$ cat src/rtl/ssu_sck_gen.sv
// rtl/ssu_sck_gen.sv - SSU master-mode serial clock and frame sequencer
module ssu_sck_gen #(
  parameter int BITS  = 8,
  parameter int CKS_W = 3
) (
  input  logic                    clk,
  input  logic                    rst,
  input  logic                    en,
  input  logic                    ms,
  input  logic [CKS_W-1:0]        cks,
  input  logic                    cpol,
  input  logic                    cpha,
  input  logic                    start,
  output logic                    busy,
  output logic                    done,
  output logic                    ssck_out,
  output logic                    ssck_oe,
  output logic                    scs_out,
  output logic                    scs_oe,
  output logic                    shift_stb,
  output logic                    sample_stb,
  output logic [$clog2(BITS)-1:0] bit_idx
);

  localparam int IDX_W  = $clog2(BITS);
  localparam int EDGE_W = $clog2(2 * BITS);
  localparam int DIV_W  = 7;
  localparam logic [EDGE_W-1:0] LAST_EDGE = EDGE_W'(2 * BITS - 1);
  localparam logic [IDX_W-1:0]  IDX_LAST  = IDX_W'(BITS - 1);

  typedef enum logic [1:0] {
    IDLE  = 2'd0,
    LEAD  = 2'd1,
    XFER  = 2'd2,
    TRAIL = 2'd3
  } state_t;

  state_t            state, state_nxt;
  logic [DIV_W-1:0]  div_cnt, div_nxt, half_m1;
  logic [EDGE_W-1:0] edge_cnt, edge_nxt;
  logic [CKS_W-1:0]  cks_l;
  logic              cpol_l, cpha_l;
  logic [31:0]       cks_eff;
  logic              tick;
  logic              accept;
  logic              busy_nxt, done_nxt, ssck_nxt, scs_nxt, oe_q, oe_nxt;
  logic              shift_nxt, sample_nxt;
  logic [IDX_W-1:0]  bit_nxt;

  assign ssck_oe = oe_q;
  assign scs_oe  = oe_q;
  assign tick    = (div_cnt == half_m1);
  assign accept  = (state == IDLE) && start && en;

  // Half period minus one from the latched clock select; selects above 6 alias to 6.
  always_comb begin
    cks_eff = 32'(cks_l);
    if (cks_eff > 32'd6) cks_eff = 32'd6;
    half_m1 = DIV_W'((32'd2 << cks_eff) - 32'd1);
  end

  // Next state and next values of every registered output.
  always_comb begin
    state_nxt  = state;
    div_nxt    = div_cnt + 1'b1;
    edge_nxt   = edge_cnt;
    ssck_nxt   = ssck_out;
    shift_nxt  = 1'b0;
    sample_nxt = 1'b0;
    bit_nxt    = bit_idx;

    case (state)
      IDLE:    if (start) state_nxt = LEAD;
      LEAD:    if (tick) state_nxt = XFER;
      XFER:    if (tick && (edge_cnt == LAST_EDGE)) state_nxt = TRAIL;
      TRAIL:   if (tick) state_nxt = IDLE;
      default: state_nxt = IDLE;
    endcase
    if (!en) state_nxt = IDLE;

    if (tick || (state_nxt != state) || (state == IDLE)) div_nxt = '0;

    if (state_nxt != XFER) edge_nxt = '0;
    else if ((state == XFER) && tick) edge_nxt = edge_cnt + 1'b1;

    if ((state_nxt == IDLE) || (state == IDLE)) ssck_nxt = cpol;
    else if (state_nxt == TRAIL) ssck_nxt = cpol_l;
    else if ((state == XFER) && tick) ssck_nxt = ~ssck_out;

    // Even edge count is the leading edge of a bit cell.
    if (en && (state == XFER) && tick) begin
      if (cpha_l) begin
        shift_nxt  = ~edge_cnt[0];
        sample_nxt = edge_cnt[0];
      end else begin
        sample_nxt = ~edge_cnt[0];
        shift_nxt  = edge_cnt[0] && (edge_cnt != LAST_EDGE);
      end
    end

    if (!en) bit_nxt = '0;
    else if (sample_stb) bit_nxt = (bit_idx == IDX_LAST) ? '0 : bit_idx + 1'b1;

    busy_nxt = (state_nxt != IDLE);
    scs_nxt  = (state_nxt == IDLE);
    done_nxt = en && (state == TRAIL) && tick;
    oe_nxt   = en && ms;
  end

  // State, divider and output registers.
  always_ff @(posedge clk) begin
    if (rst) begin
      state      <= IDLE;
      div_cnt    <= '0;
      edge_cnt   <= '0;
      busy       <= 1'b0;
      done       <= 1'b0;
      ssck_out   <= 1'b0;
      scs_out    <= 1'b1;
      oe_q       <= 1'b0;
      shift_stb  <= 1'b0;
      sample_stb <= 1'b0;
      bit_idx    <= '0;
    end else begin
      state      <= state_nxt;
      div_cnt    <= div_nxt;
      edge_cnt   <= edge_nxt;
      busy       <= busy_nxt;
      done       <= done_nxt;
      ssck_out   <= ssck_nxt;
      scs_out    <= scs_nxt;
      oe_q       <= oe_nxt;
      shift_stb  <= shift_nxt;
      sample_stb <= sample_nxt;
      bit_idx    <= bit_nxt;
    end
  end

  // Frame configuration is frozen when a start is accepted.
  always_ff @(posedge clk) begin
    if (rst) begin
      cks_l  <= '0;
      cpol_l <= 1'b0;
      cpha_l <= 1'b0;
    end else if (accept) begin
      cks_l  <= cks;
      cpol_l <= cpol;
      cpha_l <= cpha;
    end
  end

endmodule

$ cat config.mk
export PLATFORM = sky130hd
export DESIGN_NAME = ssu_sck_gen
export DESIGN_NICKNAME = d
export VERILOG_FILES = /design/src/rtl/ssu_sck_gen.sv
export SDC_FILE = /design/constraint.sdc
export NUM_CORES = 1
export LEC_CHECK = 0
export ABC_AREA = 0
export BUFFER_PORTS_ARGS = -buffer_cell sky130_fd_sc_hd__buf_2
export CORE_MARGIN = 2
export CORE_UTILIZATION = 59
export CTS_CLUSTER_SIZE = 20
export DETAILED_ROUTE_END_ITERATION = 16
export HOLD_SLACK_MARGIN = 0.08
export PLACE_DENSITY = 0.89
export SYNTH_ARGS = -nofsm -noshare
export SYNTH_HDL_FRONTEND = slang
export SYNTH_SLANG_ARGS = --single-unit
$ cat constraint.sdc
create_clock -name clk -period 5.3 [get_ports clk]
set_input_delay 0 -clock clk [delete_from_list [all_inputs] [get_ports clk]]
set_output_delay 0 -clock clk [all_outputs]
set_load 0.01 [all_outputs]
# Yosys cells after proc, flatten, opt, wreduce, memory -nomap -nowiden

Cells that the tools add are included.
Widths: inputs -> output; s select.

$add $sub $neg: 4
Reduce and logical (&&, ||, !) cells: 21
Shift operators: 1
Order comparisons: 1
Muxes and demuxes: 13
Equality and inequality tests: 10
Bitwise operators: 4

Operators by type and width:

| operator            | number |
|---|---|
| $logic_and 1x1->1   | 10 |
| $mux 2              | 5 |
| $pmux 2 s4          | 1 |
| $reduce_or 2->1     | 4 |
| $add 7x1->7 const B | 1 |
| $eq 7x7->1          | 1 |
| $shl 2x3->7 const A | 1 |
| $sub 7x1->7 const B | 1 |
| $eq 2x2->1 const B  | 3 |
| $mux 3              | 2 |
| $mux 1              | 5 |
| $add 4x1->4 const B | 1 |
| $eq 4x4->1 const B  | 1 |
| $logic_not 2->1     | 2 |
| $ne 4x4->1 const B  | 1 |
| $not 1->1           | 4 |
| $add 3x1->3 const B | 1 |
| $eq 3x3->1 const B  | 1 |
| $gt 3x3->1 const B  | 1 |
| $logic_or 1x1->1    | 3 |
| $reduce_bool 3->1   | 1 |
| $eq 2x1->1 const B  | 1 |
| $ne 2x2->1          | 1 |
| $ne 2x2->1 const B  | 1 |
| $reduce_bool 2->1   | 1 |

Input port bits: 10
Output and inout bits: 11
Bits in registers: 28
Word-level logic and storage cells: 68

# Longest topological paths before layout

Gate-level depths: netlist (run 1).

Depth in word-level cells: 13
Depth in mapped cells: 8
Depth with buffers taken out: 7

# Worst setup path before layout (run 1)

OpenSTA, ideal clock, no wires.

Path type: reg-to-reg
Start point: register cks_l[2]
End point: register edge_cnt[2]
Library setup time: 0.086 ns
Data required time: 5.214 ns
Slack: 3.526 ns
Path buffers: 0
Stages on the path, launching flop included: 6
Data arrival time: 1.688 ns
Period minus slack after synthesis: 1.774 ns
Path through: dfxtp_1 o21ai_0 a211oi_2 nand4_4 or4_4 a221oi_2

Word-level cells in the longest chain between the ends: 11
Elaborated cells on any way between the ends: 14
Classes of those cells: add/sub (1); order compare (1); eq/ne (2); shift (1); mux (6); reduce/logical (3)

Ends and longest elaborated chain:

| what                             | line | text |
|---|---|---|
| start, declared                  | 41   | `logic [CKS_W-1:0] cks_l;` |
| start signal, assigned           | 146  | `cks_l <= cks;` |
| $gt 3x3->1                       | 58   | `if (cks_eff > 32'd6) cks_eff = 32'd6;` |
| $mux 3 *                         | 58   |  |
| $shl 2x3->7 *                    | 59   | `half_m1 = DIV_W'((32'd2 << cks_eff) - 32'd1);` |
| $sub 7x1->7 *                    | 59   |  |
| $eq 7x7->1 *                     | 52   | `assign tick = (div_cnt == half_m1);` |
| $logic_and 1x1->1                | 75   | `XFER: if (tick && (edge_cnt == LAST_EDGE)) state_nxt = TRAIL;` |
| $mux 2                           | 75   |  |
| $pmux 2 s4                       | 72   | `case (state)` |
| $mux 2                           | 79   | `if (!en) state_nxt = IDLE;` |
| $ne 2x2->1                       | 83   | `if (state_nxt != XFER) edge_nxt = '0;` |
| $reduce_or 2->1 (no source line) | -    |  |
| end signal, assigned             | 127  | `edge_cnt <= edge_nxt;` |
| end, declared                    | 40   | `logic [EDGE_W-1:0] edge_cnt, edge_nxt;` |

Every way passes the cells marked *; elsewhere a longest branch is shown, timed or not.
A chain may end at the register's enable or synchronous reset.

# Worst setup path in the final report (run 1)

Same ends and word-level chain as after synthesis.

==> results.sh, run 1 <==
export IMPL_dp_cells=203
export IMPL_post_route_drc_count=0
export IMPL_cts_tree="done"
export IMPL_ys_warn_count=0
export IMPL_crit_slowest_cell="or4_4"
export IMPL_hold_viol=0
export IMPL_fin_crit_ns=2.02
export IMPL_grt_usage_pct=25.2
export IMPL_fin_ws_ns=3.28
export IMPL_antenna_cells=0
export IMPL_outcome="completed"
export IMPL_syn_area_um2=1410
export IMPL_synth_cell_types=39
export IMPL_grt_max_degree=16
export IMPL_synthFlopType="dfxtp_1"
export IMPL_max_slew_margin_pct=65.2
export IMPL_die_area_um2=2790
export IMPL_end_kind="flop"
export IMPL_final_max_slew_violation_count=0
export IMPL_synth_area_per_cell_um2=8.70
export IMPL_gp_congestion=0.914
export IMPL_cts_max_level=1
export IMPL_setup_violations=0
export IMPL_grt_antenna_before_repair=0
export IMPL_numCtsBuffers=3
export IMPL_cp_cell_sequence="o21ai_0, a211oi_2, nand4_4, or4_4, a221oi_2"
export IMPL_rsz0062_at_grt="false"
export IMPL_yosysSeqAreaShare_pct=39.8
export IMPL_multi_input_area_um2=754
export IMPL_row_count=17
export IMPL_synth_seq_cells=28
export IMPL_netlist_instances=162
export IMPL_cp_arrival_ns=2.27
export IMPL_p_leak_nw=0.654
export IMPL_maxCapViolations=0
export IMPL_cts_num_sinks=28
export IMPL_final_common_cell="dfxtp_1"
export IMPL_cts_buffer_depth=2
export IMPL_synth_edf_count=0
export IMPL_crit_fanout=10
export IMPL_final_cell_mix="dfxtp_1, nor2_1, buf_2, dlygate4sd3_1, mux2i_1"
export IMPL_drive_above_1_share_pct=16.1
export IMPL_routed_wl_um=3140
export IMPL_vias_per_cell=5.90
export IMPL_register_area_um2=561
export IMPL_pin_count=21
export IMPL_irDropWorstVdd_uv=180
export IMPL_max_stage_delay_ns=0.52
export IMPL_fp_coreArea_um2=2230
export IMPL_port_buffers=20
export IMPL_powerDensity_nw_per_um2=216
export IMPL_nets=208
export IMPL_detailroute_via_count=1304
export IMPL_timing_setup_tns_ns=0
export IMPL_worst_slew_pin_slew_ns=0.523
export IMPL_hold_class="primary input to flop"
export IMPL_wire_per_inst_um=14.2
export IMPL_max_freq_mhz=496
export IMPL_syn_nets=176
export IMPL_area_growth_pct=18.1
export IMPL_dp_hpwl_um=2150
export IMPL_fin_worst_skew_ns=0.00312
export IMPL_fin_crit_sh_pct=38.1
export IMPL_startpoint_type="flop"
export IMPL_start_util_pct=63.1
export IMPL_post_cts_resized=0
export IMPL_grt_pass1_vias=1260
export IMPL_first_pass_iters=4
export IMPL_async_reset_ff_share_pct=0
export IMPL_postRouteAntennaNets=0
export IMPL_clock_latency_ns=0.33
export IMPL_drt_iter0_markers=41
export IMPL_die_w_um=52.9
export IMPL_worst_setup_path_type="flop to flop"
export IMPL_fillerInstances=161
export IMPL_crit_required_ns=5.55
export IMPL_final_cells=221
export IMPL_cts_clk_slew_worst_paths_ns=0.14
export IMPL_grt_pass1_wl_um=5150
export IMPL_die_y_um=52.9
export IMPL_pre_cts_slack_ns=3.35
export IMPL_grt_overflow=0
export IMPL_cts_root_buffer="clkbuf_4"
per-layer routing:
layer / track usage [%] / wire (µm)
met3: 2.54 / 198
met4: 12.4 / 82
met2: 44.8 / 1530
met5: 0 / 0
met1: 29.8 / 1320
report_power, final:
part / switching (W) / internal (W)
logic: 0.0000185 / 0.0000194
clock network: 0.0000606 / 0.0000421
registers: 0.00000450 / 0.000215
stage by stage:
| stage | cell area, µm² | utilization (%) | hold slack (ns) | power, W |
|---|---|---|---|---|
| after floorplan | 1410 | - | 0.0724 | 0.000244 |
| after global placement | 1490 | 66.6 | 0.203 | 0.000250 |
| after detailed placement | 1490 | 66.6 | 0.211 | 0.000252 |
| after CTS | 1660 | 74.5 | 0.405 | 0.000363 |
| after global routing | 1660 | 74.5 | 0.420 | 0.000373 |
| final | 1660 | 74.5 | 0.414 | 0.000360 |
worst max-delay path, delay by kind of cell (launching register included):
kind	cells	cell delay, ns
AOI/OAI and AO/OA	3	0.73
DFF	1	0.47
and+or+nand+nor	2	0.73
state kept, by name, indices dropped and copies added, names as in the netlist, 2 cells and up:
name      count
bit_idx       3
edge_cnt      4
cks_l         3
div_cnt       7
state         2
Yosys cell counts (2+ instances only):
master / number / share of area, %
and4_1: 2 / 1.2
and3_1: 4 / 1.8
nor2b_1: 4 / 1.8
inv_1: 9 / 2.4
clkbuf_1: 2 / 0.53
buf_6: 3 / 2.4
nor4_1: 2 / 0.89
dfxtp_1: 28 / 40
nor3_1: 6 / 2.1
a211oi_1: 2 / 1.1
mux2i_1: 10 / 7.1
nand2b_1: 3 / 1.3
xnor2_1: 4 / 2.5
buf_4: 2 / 1.1
nor2_1: 25 / 6.7
o21ai_0: 8 / 2.8
nand2_1: 7 / 1.9
ha_1: 4 / 3.6
a21oi_1: 8 / 2.8
a31oi_1: 3 / 1.3
nand3_1: 8 / 2.8
final timing paths:
path | startpoint | end | slack, ns | cells past startpoint
setup / recovery | cks_l[2] | edge_cnt[2] | 3.28 | 5
hold / removal | ms | scs_oe | 0.41 | 3
setup reg to reg | cks_l[2] | edge_cnt[2] | 3.28 | 5
hold reg to reg | div_cnt[0] | div_cnt[0] | 0.52 | 1
logic make-up (layout without fill, tap and decap cells):
kind of cell    Yosys count  count (layout)  synth area share [%]
xor+xnor                  5               5                  3.11
flops                    28              28                  39.8
fa+ha+maj                 4               4                  3.55
compound gates           33              33                  16.1
buf+inv                  17              48                  6.66
mux                      10              10                  7.11
simple gates             65              65                  23.7
repair_timing:
item / in CTS / in global routing
endpoints found under the hold margin: 10 / 0
hold buffers: 14 / 0
buffers inserted: 0 / 0
cell type report:
type	instances	share of cell area (%)
Inverter	10	2.26
Tap cell	28	2.11
Sequential cell	28	33.7
Multi-Input combinational cell	117	45.3
Clock buffer	4	2.18
Timing Repair Buffer	34	14.4
(Power assumes the default switching activity.)
==> run 2: changes to the inputs <==
--- a/config.mk
+++ b/config.mk
@@ -8,11 +8,11 @@
 export ABC_AREA = 0
 export BUFFER_PORTS_ARGS = -buffer_cell sky130_fd_sc_hd__buf_2
 export CORE_MARGIN = 2
-export CORE_UTILIZATION = 59
+export CORE_UTILIZATION = 55
 export CTS_CLUSTER_SIZE = 20
 export DETAILED_ROUTE_END_ITERATION = 16
 export HOLD_SLACK_MARGIN = 0.08
-export PLACE_DENSITY = 0.89
+export PLACE_DENSITY = 0.84
 export SYNTH_ARGS = -nofsm -noshare
 export SYNTH_HDL_FRONTEND = slang
 export SYNTH_SLANG_ARGS = --single-unit
==> constraint.sdc (replaced) <==
create_clock -name clk -period 2.05 [get_ports clk]
set_input_delay 0 -clock clk [delete_from_list [all_inputs] [get_ports clk]]
set_output_delay 0 -clock clk [all_outputs]
set_load 0.01 [all_outputs]
==> results.sh, run 2 (synthesis results as in run 1) <==
export IMPL_start_util_pct=57.4
export IMPL_top_register="div_cnt"
export IMPL_max_slew_margin_pct=64.3
export IMPL_routed_wl_um=3240
export IMPL_drive_above_1_share_pct=18.6
export IMPL_crit_required_ns=2.28
export IMPL_startpoint_type="flop"
export IMPL_cp_arrival_ns=2.16
export IMPL_vias_per_cell=5.87
export IMPL_setup_violations=0
export IMPL_cts_clk_slew_worst_paths_ns=0.15
export IMPL_postCtsSetupRepairBufs=0
export IMPL_p_leak_nw=0.663
export IMPL_pre_cts_slack_ns=0.176
export IMPL_largestRegisters="div_cnt: 7 flops, edge_cnt: 4 flops"
export IMPL_fin_worst_skew_ns=0.00817
export IMPL_fin_ws_ns=0.115
export IMPL_final_common_cell="dfxtp_1"
export IMPL_fin_hold_ws_ns=0.111
export IMPL_antenna_cells=0
export IMPL_row_count=18
export IMPL_grt_max_degree=16
export IMPL_end_kind="flop"
export IMPL_grt_pass1_wl_um=5430
export IMPL_grt_usage_pct=25.0
export IMPL_detailroute_via_count=1314
export IMPL_port_buffers=20
export IMPL_postRouteAntennaNets=0
export IMPL_gp_congestion=0.965
export IMPL_die_w_um=54.6
export IMPL_area_growth_pct=19.4
export IMPL_grt_overflow=0
export IMPL_wl_met1_um=1330
export IMPL_maxCapViolations=0
export IMPL_irDropWorstVdd_uv=396
export IMPL_cts_max_level=1
export IMPL_hold_class="primary input to flop"
export IMPL_grt_antenna_before_repair=0
export IMPL_fin_crit_ns=1.93
export IMPL_numCtsBuffers=3
export IMPL_first_pass_iters=4
export IMPL_max_freq_mhz=517
export IMPL_wl_met2_um=1710
export IMPL_wire_per_inst_um=14.5
export IMPL_cts_root_buffer="clkbuf_4"
export IMPL_dp_hpwl_um=2220
export IMPL_pin_count=21
export IMPL_fp_coreArea_um2=2450
export IMPL_worst_slew_pin_slew_ns=0.535
export IMPL_cts_tree="done"
export IMPL_largest_reg_flops=7
export IMPL_crit_fanout=11
export IMPL_nets=209
export IMPL_hold_viol=0
export IMPL_cts_buffer_depth=2
export IMPL_powerDensity_nw_per_um2=553
export IMPL_outcome="completed"
export IMPL_top_layer_used="met4"
export IMPL_fin_crit_sh_pct=94.4
export IMPL_post_route_drc_count=0
export IMPL_drt_iter0_markers=32
export IMPL_clock_latency_ns=0.32
export IMPL_worst_setup_path_type="flop to flop"
export IMPL_die_area_um2=2980
export IMPL_final_max_slew_violation_count=0
export IMPL_dr_wl_met3_um=107
export IMPL_die_y_um=54.6
export IMPL_final_cell_mix="dfxtp_1, nor2_1, buf_2, dlygate4sd3_1, mux2i_1"
export IMPL_grt_pass1_vias=1282
export IMPL_cts_num_sinks=28
==> run 2: cell types whose count changed in the layout (fill, tap and decap cells not counted) <==
| cell | delta |
|---|---|
| dfxtp_1 | -1 |
| and4_2 | +1 |
| buf_4 | +1 |
| and3_2 | +1 |
| or3_1 | -1 |
| and4_1 | -1 |
| and3_1 | -1 |
| dfxtp_2 | +1 |
| or3_4 | +1 |
==> run 2: worst max-delay path: stages, from the launching register on <==
cell and delay (ns):
dfxtp_1 0.45, nor2_1 0.23, and3_2 0.31, mux2i_1 0.24, nor2_1 0.06, dlygate4sd3_1 0.56
==> run 2: final cells by class <==
cell class | instances | area [µm²]
Fill cell | 204 | 772
Tap cell | 30 | 37.5
Inverter | 10 | 37.5
Sequential cell | 28 | 562
Timing Repair Buffer | 35 | 248
Multi-Input combinational cell | 117 | 762
Clock buffer | 4 | 36.3
==> run 2: through the flow <==
| stage | setup TNS (ns) | instance area [µm²] | power, W | std cells | util [%] |
|---|---|---|---|---|---|
| after floorplan | 0 | 1410 | 0.000631 | 162 | - |
| after global placement | 0 | 1500 | 0.000649 | 206 | 61.0 |
| after detailed placement | 0 | 1500 | 0.000652 | 206 | 61.0 |
| after CTS | 0 | 1670 | 0.000930 | 224 | 68.2 |
| after global routing | -0.00247 | 1680 | 0.000970 | 224 | 68.6 |
| final | 0 | 1680 | 0.000931 | 224 | 68.6 |
==> run 2: worst paths after layout <==
kind / from / endpoint / slack, ns / depth (start not counted)
worst max-delay path: state[1] / cks_l[2] / 0.12 / 5
worst min-delay path: en / edge_cnt[3] / 0.11 / 3
worst min register to register: div_cnt[0] / div_cnt[0] / 0.49 / 1
worst max register to register: state[1] / cks_l[2] / 0.12 / 5
==> run 2: repair_timing <==
item	in CTS	in global routing
endpoints found under the setup margin	0	15
gates resized for setup	0	4
endpoints found under the hold margin	9	0
hold buffers	14	0
==> run 2: power breakdown <==
group          total, W  internal [W]  switching [W]
registers      0.000566      0.000555      0.0000110
logic          0.000100     0.0000511      0.0000490
clock network  0.000265      0.000108       0.000157
==> run 2: per-layer routing <==
metal	GRT usage [%]	vias up
met1	28.8	630
li1	-	634
met4	12.1	0
met5	0	-
met3	3.55	12
met2	44.6	38
==> run 3: changes to the inputs <==
--- a/config.mk
+++ b/config.mk
@@ -7,7 +7,8 @@
 export LEC_CHECK = 0
 export ABC_AREA = 0
 export BUFFER_PORTS_ARGS = -buffer_cell sky130_fd_sc_hd__buf_2
-export CORE_MARGIN = 2
+export CAP_MARGIN = 30
+export CORE_MARGIN = 8
 export CORE_UTILIZATION = 55
 export CTS_CLUSTER_SIZE = 20
 export DETAILED_ROUTE_END_ITERATION = 16
==> results.sh, run 3 (synthesis results as in run 1) <==
export IMPL_worst_slew_pin_slew_ns=0.538
export IMPL_drive_above_1_share_pct=17.6
export IMPL_antenna_cells=0
export IMPL_detailroute_via_count=1321
export IMPL_gp_congestion=0.928
export IMPL_pin_count=21
export IMPL_pwr_share_seq_pct=60.7
export IMPL_drt_iter0_markers=63
export IMPL_die_y_um=66.6
export IMPL_p_leak_nw=0.654
export IMPL_timing_setup_tns_ns=0
export IMPL_grt_pass1_vias=1319
export IMPL_max_freq_mhz=521
export IMPL_fp_coreArea_um2=2450
export IMPL_start_util_pct=57.4
export IMPL_r2r_start="cks_l[1]"
export IMPL_switching_share_pct=23.6
export IMPL_routed_wl_um=3380
export IMPL_post_route_drc_count=0
export IMPL_grt_max_degree=16
export IMPL_max_slew_margin_pct=64.1
export IMPL_cts_num_sinks=28
export IMPL_numCtsBuffers=3
export IMPL_port_buffers=20
export IMPL_outcome="completed"
export IMPL_irDropWorstVdd_uv=405
export IMPL_fin_hold_ws_ns=0.0960
export IMPL_cp_arrival_ns=2.19
export IMPL_cts_root_buffer="clkbuf_4"
export IMPL_postRouteAntennaNets=0
export IMPL_maxCapViolations=0
export IMPL_area_growth_pct=18.3
export IMPL_grt_pass1_wl_um=5780
export IMPL_final_common_cell="dfxtp_1"
export IMPL_row_count=18
export IMPL_cts_max_level=1
export IMPL_crit_start="cks_l[1]"
export IMPL_nets=208
export IMPL_internal_power_w=0.000713
export IMPL_fillerInstances=190
export IMPL_setup_violations=0
export IMPL_crit_required_ns=2.32
export IMPL_hold_class="primary input to flop"
export IMPL_powerDensity_nw_per_um2=560
export IMPL_fin_crit_sh_pct=93.6
export IMPL_top_register="div_cnt"
export IMPL_dp_hpwl_um=2340
export IMPL_die_w_um=66.6
export IMPL_comb_power_share_pct=10.4
export IMPL_clock_latency_ns=0.33
export IMPL_cts_tree="done"
export IMPL_hold_viol=0
export IMPL_final_cell_mix="dfxtp_1, nor2_1, buf_2, dlygate4sd3_1, mux2i_1"
export IMPL_power_frac_clock_pct=28.9
export IMPL_fin_worst_skew_ns=0.00449
export IMPL_end_kind="flop"
export IMPL_grt_overflow=0
export IMPL_cts_clk_slew_worst_paths_ns=0.15
export IMPL_cts_buffer_depth=2
export IMPL_largest_reg_flops=7
export IMPL_net_switching_power_w=0.000220
export IMPL_worstHoldStart="en"
export IMPL_crit_fanout=9
export IMPL_grt_usage_pct=16.1
export IMPL_largestRegisters="div_cnt: 7 flops, edge_cnt: 4 flops"
export IMPL_vias_per_cell=5.92
export IMPL_fin_crit_ns=1.92
export IMPL_worst_setup_path_type="flop to flop"
export IMPL_grt_antenna_before_repair=0
export IMPL_die_area_um2=4440
export IMPL_postCtsSetupRepairBufs=0
export IMPL_wire_per_inst_um=15.2
export IMPL_first_pass_iters=4
export IMPL_rsz0062_at_grt="false"
export IMPL_startpoint_type="flop"
export IMPL_final_max_slew_violation_count=0
## run 3: cell type report
class | instances | area, µm² | area share, %
Multi-Input combinational cell | 117 | 757 | 45.4
Clock buffer | 4 | 36.3 | 2.18
Sequential cell | 28 | 561 | 33.6
Tap cell | 30 | 37.5 | 2.25
Timing Repair Buffer | 34 | 238 | 14.3
Inverter | 10 | 37.5 | 2.25
## run 3: final timing paths
| check | end | slack, ns | depth (start not counted) |
|---|---|---|---|
| worst max register to register | div_cnt[4] | 0.13 | 6 |
| worst min register to register | div_cnt[0] | 0.52 | 1 |
| worst max-delay path | div_cnt[4] | 0.13 | 6 |
| worst min-delay path | ssck_out | 0.1 | 4 |
## run 3: metrics by stage
| stage | utilization, % | instances | cell area [µm²] | total power, W | setup WS, ns |
|---|---|---|---|---|---|
| floorplan | - | 162 | 1410 | 0.000631 | 0.276 |
| global route | 67.9 | 223 | 1670 | 0.000966 | 0.0166 |
| global placement | 61.0 | 206 | 1500 | 0.000649 | 0.271 |
| CTS | 67.8 | 223 | 1660 | 0.000933 | 0.113 |
| detailed placement | 61.0 | 206 | 1500 | 0.000654 | 0.198 |
| finish | 67.9 | 223 | 1670 | 0.000933 | 0.131 |
## run 3: timing repair
action	4_1_cts	5_1_grt
hold buffers	13	0
endpoints found under the hold margin	9	0
gates resized for setup	0	2
setup endpoints to repair	0	5
## run 3: layer usage
layer	part of all wire (%)	up-vias	GRT usage [%]
li1	-	632	-
met1	40	603	18.2
met2	49	75	28.4
met3	9.4	11	3.52
met4	2.1	0	6.40
met5	0	-	0
## run 3: power by group through the flow
stage | combinational (W) | sequential (W) | clock (W)
after global placement | 0.0000724 | 0.000576 | 0
after CTS | 0.0000947 | 0.000566 | 0.000272
after global routing | 0.000106 | 0.000568 | 0.000292
final | 0.0000971 | 0.000567 | 0.000269
after floorplan | 0.0000553 | 0.000575 | 0
after detailed placement | 0.0000756 | 0.000578 | 0
## run 3: critical path, cell delays in order, from the launching register on
cell	delay, ns
dfxtp_1	0.49
inv_1	0.13
a22oi_1	0.23
o21bai_2	0.13
and4_2	0.26
or3_1	0.49
nor2_1	0.14
